==> config.mk <==
export PLATFORM = sky130hd
export DESIGN_NAME = ctrl_fsm
export DESIGN_NICKNAME = d
export VERILOG_FILES = /design/src/rtl/ctrl_fsm.sv
export SDC_FILE = /design/constraint.sdc
export NUM_CORES = 1
export LEC_CHECK = 0
export CORE_ASPECT_RATIO = 1.75
export CORE_MARGIN = 1
export CORE_UTILIZATION = 46
export CTS_BUF_LIST = sky130_fd_sc_hd__clkbuf_8 sky130_fd_sc_hd__clkbuf_16
export DETAILED_ROUTE_END_ITERATION = 7
export PLACE_DENSITY = 0.72
export SLEW_MARGIN = 25
export SYNTH_ARGS = -nofsm -noshare
export SYNTH_HDL_FRONTEND = slang
export SYNTH_SLANG_ARGS = --single-unit
==> constraint.sdc <==
create_clock -name Clk -period 2.4 [get_ports Clk]
set_input_delay 0.48 -clock Clk [delete_from_list [all_inputs] [get_ports Clk]]
set_output_delay 0.48 -clock Clk [all_outputs]
set_load 0.01 [all_outputs]
==> src/rtl/ctrl_fsm.sv <==
// ctrl_fsm: multi-cycle fetch/decode/execute sequencer for the basic processor.
// Define CTRL_PERF_CNT_EN to add the cycle_cnt/instr_cnt performance counters.
module ctrl_fsm #(
  parameter int PC_W    = 8,
  parameter int INSTR_W = 9,
  parameter int MEM_TO  = 15
) (
  input  logic               Clk,
  input  logic               Reset_n,
  input  logic               start,
  output logic [PC_W-1:0]    instr_addr,
  input  logic [INSTR_W-1:0] instr_in,
  input  logic               alu_flag_z,
  input  logic               alu_flag_n,
  output logic [3:0]         alu_op,
  output logic [4:0]         operand,
  output logic               reg_we,
  output logic               mem_re,
  output logic               mem_we,
  input  logic               mem_ack,
  output logic               done,
  output logic               err
`ifdef CTRL_PERF_CNT_EN
  ,
  output logic [15:0]        cycle_cnt,
  output logic [15:0]        instr_cnt
`endif
);

  typedef enum logic [2:0] {
    S_IDLE, S_FETCH, S_DECODE, S_EXEC, S_MEM, S_WB, S_HALT, S_ERR
  } state_t;

  typedef enum logic [3:0] {
    OP_ADD    = 4'h0, OP_SUB = 4'h1, OP_BEQ    = 4'h2, OP_SL  = 4'h3,
    OP_SR     = 4'h4, OP_LW  = 4'h5, OP_SW     = 4'h6, OP_INVERT = 4'h7,
    OP_MOV    = 4'h8, OP_ASSIGN = 4'h9, OP_BGE = 4'hA, OP_BNE = 4'hB,
    OP_JMP    = 4'hC
  } opcode_t;

  localparam int WAIT_W = $clog2(MEM_TO + 1);

  state_t             state_q, state_d;
  logic [PC_W-1:0]    pc_q, pc_d;
  logic [INSTR_W-1:0] ir_q, ir_d;
  logic [WAIT_W-1:0]  wait_q, wait_d;
  logic               reg_we_q, reg_we_d;
  logic               mem_re_q, mem_re_d;
  logic               mem_we_q, mem_we_d;
  logic               done_q, done_d;
  logic               err_q, err_d;

  logic [3:0]         op;
  logic [3:0]         dec_op;
  logic [PC_W-1:0]    pc_inc;
  logic [PC_W-1:0]    pc_rel;
  logic               br_taken;

  assign op     = ir_q[INSTR_W-1 -: 4];
  assign dec_op = instr_in[INSTR_W-1 -: 4];
  assign pc_inc = pc_q + PC_W'(1);
  assign pc_rel = pc_q + {{(PC_W-5){ir_q[4]}}, ir_q[4:0]};

  function automatic logic writes_reg(input logic [3:0] o);
    case (o)
      OP_ADD, OP_SUB, OP_SL, OP_SR, OP_INVERT, OP_MOV, OP_ASSIGN: return 1'b1;
      default: return 1'b0;
    endcase
  endfunction

  always_comb begin
    case (op)
      OP_BEQ:  br_taken = alu_flag_z;
      OP_BNE:  br_taken = !alu_flag_z;
      OP_BGE:  br_taken = !alu_flag_n;
      OP_JMP:  br_taken = 1'b1;
      default: br_taken = 1'b0;
    endcase
  end

  // Strobes are computed for the state being entered so they come straight off flops.
  always_comb begin
    state_d  = state_q;
    pc_d     = pc_q;
    ir_d     = ir_q;
    wait_d   = wait_q;
    reg_we_d = 1'b0;
    mem_re_d = 1'b0;
    mem_we_d = 1'b0;
    done_d   = 1'b0;
    err_d    = 1'b0;
    case (state_q)
      S_IDLE: begin
        if (start) begin
          pc_d    = '0;
          state_d = S_FETCH;
        end
      end
      S_FETCH: state_d = S_DECODE;
      S_DECODE: begin
        ir_d = instr_in;
        if (instr_in == '1) begin
          state_d = S_HALT;
          done_d  = 1'b1;
        end else if (dec_op >= 4'hD) begin
          state_d = S_ERR;
          err_d   = 1'b1;
        end else begin
          state_d  = S_EXEC;
          reg_we_d = writes_reg(dec_op);
        end
      end
      S_EXEC: begin
        case (op)
          OP_LW: begin
            state_d  = S_MEM;
            wait_d   = '0;
            mem_re_d = 1'b1;
          end
          OP_SW: begin
            state_d  = S_MEM;
            wait_d   = '0;
            mem_we_d = 1'b1;
          end
          OP_BEQ, OP_BNE, OP_BGE, OP_JMP: begin
            pc_d    = br_taken ? pc_rel : pc_inc;
            state_d = S_FETCH;
          end
          default: begin
            pc_d    = pc_inc;
            state_d = S_FETCH;
          end
        endcase
      end
      S_MEM: begin
        if (mem_ack) begin
          if (op == OP_LW) begin
            state_d  = S_WB;
            reg_we_d = 1'b1;
          end else begin
            pc_d    = pc_inc;
            state_d = S_FETCH;
          end
        end else if (wait_q == WAIT_W'(MEM_TO - 1)) begin
          state_d = S_ERR;
          err_d   = 1'b1;
        end else begin
          wait_d   = wait_q + WAIT_W'(1);
          mem_re_d = (op == OP_LW);
          mem_we_d = (op == OP_SW);
        end
      end
      S_WB: begin
        pc_d    = pc_inc;
        state_d = S_FETCH;
      end
      S_HALT: begin
        if (start) begin
          pc_d    = '0;
          state_d = S_FETCH;
        end else begin
          done_d = 1'b1;
        end
      end
      S_ERR:   err_d = 1'b1;
      default: state_d = S_IDLE;
    endcase
  end

  always_ff @(posedge Clk) begin
    if (!Reset_n) begin
      state_q  <= S_IDLE;
      pc_q     <= '0;
      ir_q     <= '0;
      wait_q   <= '0;
      reg_we_q <= 1'b0;
      mem_re_q <= 1'b0;
      mem_we_q <= 1'b0;
      done_q   <= 1'b0;
      err_q    <= 1'b0;
    end else begin
      state_q  <= state_d;
      pc_q     <= pc_d;
      ir_q     <= ir_d;
      wait_q   <= wait_d;
      reg_we_q <= reg_we_d;
      mem_re_q <= mem_re_d;
      mem_we_q <= mem_we_d;
      done_q   <= done_d;
      err_q    <= err_d;
    end
  end

  assign instr_addr = pc_q;
  assign alu_op     = op;
  assign operand    = ir_q[4:0];
  assign reg_we     = reg_we_q;
  assign mem_re     = mem_re_q;
  assign mem_we     = mem_we_q;
  assign done       = done_q;
  assign err        = err_q;

`ifdef CTRL_PERF_CNT_EN
  logic [15:0] cycle_cnt_q, cycle_cnt_d;
  logic [15:0] instr_cnt_q, instr_cnt_d;
  logic        accept, busy, retire;

  always_comb begin
    accept      = start && (state_q == S_IDLE || state_q == S_HALT);
    busy        = !(state_q inside {S_IDLE, S_HALT, S_ERR});
    retire      = (state_d == S_FETCH) && (state_q inside {S_EXEC, S_MEM, S_WB});
    cycle_cnt_d = cycle_cnt_q;
    instr_cnt_d = instr_cnt_q;
    if (accept) begin
      cycle_cnt_d = '0;
      instr_cnt_d = '0;
    end else begin
      if (busy && cycle_cnt_q != '1) cycle_cnt_d = cycle_cnt_q + 16'd1;
      if (retire && instr_cnt_q != '1) instr_cnt_d = instr_cnt_q + 16'd1;
    end
  end

  always_ff @(posedge Clk) begin
    if (!Reset_n) begin
      cycle_cnt_q <= '0;
      instr_cnt_q <= '0;
    end else begin
      cycle_cnt_q <= cycle_cnt_d;
      instr_cnt_q <= instr_cnt_d;
    end
  end

  assign cycle_cnt = cycle_cnt_q;
  assign instr_cnt = instr_cnt_q;
`endif

endmodule

==> run summary <==
Mapped Cells - 246
Fill count - 429
Drt total wl - 5.03 mm
Pins over their slew limit - 0
DP HPWL - 3.91 mm
Slew at the pin with the worst max-slew slack - 0.503 ns
Placed Cells incl. Taps - 329
FF+latch area - 581 sq um
Yosys Warn Count - 0
Final Instance Count excl. Fillers - 337
WS Path Type - flop to flop
DR vias - 1,919
Avg Inst Size Synth - 7.96 sq um
Yosys top cell area share - 0.296
Dominant synthesized flop cell - dfxtp_1
Unique masters post-synth - 51
Final period utilization - 0.825
Time the worst path needs with I/O delays and setup - 1.98 ns
Slew HR - 0.662
Vias in the first global route - 1,839
Share of layout cells above drive strength 1 - 0.0868
Hold_buf cts - 0
Skew final - 0.00261 ns
Yosys reg bits - 29
Final ANT Viol Nets - 0
Worst-Skew Late Latency - 0.28 ns
IO Pins - 37
GP Congestion - 0.905
Antenna violations before repair - 0
Die area - 4530 sq um
Hold Crit Class - flop to flop
CTS Sinks - 29
Mapped Nets - 272
Largest net degree at the start of global routing - 16
Initial Util - 0.477
Setup fix buffers added after clock tree synthesis - 0
Placed cell area - 2390 sq um
Mapped cell area - 1960 sq um
Lkg Pwr - 0.915 nW
Die Y - 88.3 microns
Crit Path Max Fanout - 15
Synth-to-Final Area Change - 27.4%
Sequential area share after synthesis - 0.296
Nets - 313
Initial DRC count - 28
DRT Pass-1 Iters - 4
Hold Fails Final Rpt - 0
Grt ovf - 0
First-pass GRT wire length - 8.16 mm
GR Util All Layers - 0.246
Arr. time, crit path - 2.19 ns
CTS resizes - 0
Worst-path clk slew - 0.06 ns
Top cells by count, synth - 29 x dfxtp_1, 26 x a21oi_1, 25 x nand2_1, 13 x nand3_1, 13 x nor2_1
Pwr Total - 1.63 mW
Status - finished clean
Post-synth top area cell - dfxtp_1
Port Buffers - 36
DRC Markers - 0
Routed len/inst - 14.9 microns
Share of flip-flops with an asynchronous set or reset - 0
RSZ-0062 raised after global routing - false
Routed vias/inst - 5.69
TritonCTS clock tree - yes
Final count of negative-setup-slack endpoints - 0
F_max - 505 MHz
CP Capture Type - flop
Max-capacitance violation count - 0
Worst vdd ir - 0.000557 V
CP required - 2.61 ns
Top post-synthesis cells by area - dfxtp_1 30%, a21oi_1 6.6%, ha_1 6.4%
CTS root buf - clkbuf_8
Core area - 4110 sq um
FP Rows - 31
CP Launch Type - flop
Most numerous cell in the Yosys netlist - dfxtp_1
Clock Path Buffers - 2
Ant. Diodes - 0
Number of synthesized flops with an enable pin - 0
Pwr/cell area - 653 nW/um^2
Clock buffer count from CTS - 5
Area of the multi-input gates - 1280 sq um
Fin area - 2500 sq um
Die X-Extent - 51.3 microns
Htree depth - 2
TNS Setup - 0 ns
-- logic make-up (layout without fill, tap and decap cells) --
logic type,Yosys count,after routing,share of synthesized area
AND/OR/NAND/NOR,95,95,0.258
AO/OA/AOI/OAI,77,77,0.266
flip-flops,29,29,0.296
buffers and inverters,22,64,0.0485
XOR/XNOR,12,12,0.0575
adder cells (fa/ha/maj),11,11,0.0741
-- registers in the layout, indices dropped and copies added (netlist names) --
register    cells
wait_q          4
mem_re          1
state_q         3
reg_we          1
err             1
done            1
mem_we          1
instr_addr      8
ir_q            9
-- routing by layer --
layer	part of all wire	wire, microns	vias to the layer above	GRT usage
li1	-	-	968	-
met1	0.38	1930	883	0.239
met2	0.55	2740	49	0.458
met3	0.028	141	19	0.0412
met4	0.043	214	0	0.167
met5	0	0	-	0
-- worst max-delay path, cell delays in order, from the launching register on --
cell and delay, ns:
dfxtp_1 0.46, nor2b_1 0.35, o21ai_1 0.21, a32oi_4 0.40
buf_4 0.23, o21ai_0 0.11, a21oi_1 0.15
-- cell type report --
type	count	share of cell area
Clock buffer	7	0.0386
Clock inverter	1	0.00201
Inverter	11	0.0165
Multi-Input combinational cell	195	0.514
Sequential cell	29	0.233
Tap cell	49	0.0246
Timing Repair Buffer	45	0.171
-- power breakdown --
group,internal (mW),total [mW],leakage (nW),switching [mW]
combinational,0.273,0.584,0.625,0.311
clock,0.259,0.450,0.0542,0.191
sequential,0.527,0.596,0.235,0.0690
total,1.06,1.63,0.915,0.572
-- stage by stage --
stage	setup slack, ns	hold WS, ns	util
2_1_floorplan	0.525	0.496	-
3_3_place_gp	0.286	0.482	0.582
3_5_place_dp	0.244	0.488	0.582
4_1_cts	0.397	0.499	0.607
5_1_grt	0.234	0.524	0.607
6_report	0.419	0.497	0.607
-- final timing paths --
kind / from / endpoint / slack [ns] / cells past startpoint
setup reg to reg: state_q[2] / instr_addr[0] / 0.42 / 6
hold / removal: ir_q[3] / ir_q[3] / 0.50 / 2
hold reg to reg: ir_q[3] / ir_q[3] / 0.50 / 2
setup / recovery: state_q[2] / instr_addr[0] / 0.42 / 6
-- cell usage in the layout, fill, tap and decap left out, types with 3 or more instances in the layout --
master | netlist | final
clkdlybuf4s50_1 | 0 | 36
dfxtp_1 | 29 | 29
a21oi_1 | 26 | 26
nand2_1 | 25 | 25
nor2_1 | 13 | 13
nand3_1 | 13 | 13
inv_1 | 11 | 11
nor3_1 | 10 | 10
ha_1 | 10 | 10
o21ai_0 | 9 | 9
buf_4 | 2 | 9
nand2b_1 | 8 | 8
nor2b_1 | 7 | 7
clkbuf_8 | 0 | 7
o21ai_1 | 6 | 6
xnor2_1 | 6 | 6
xor2_1 | 5 | 5
a22oi_1 | 5 | 5
a21o_1 | 4 | 4
and3_1 | 4 | 4
o21a_1 | 4 | 4
o211ai_1 | 3 | 3
a31oi_1 | 3 | 3
nand4_1 | 3 | 3
Power figures use the tool's default switching activity.
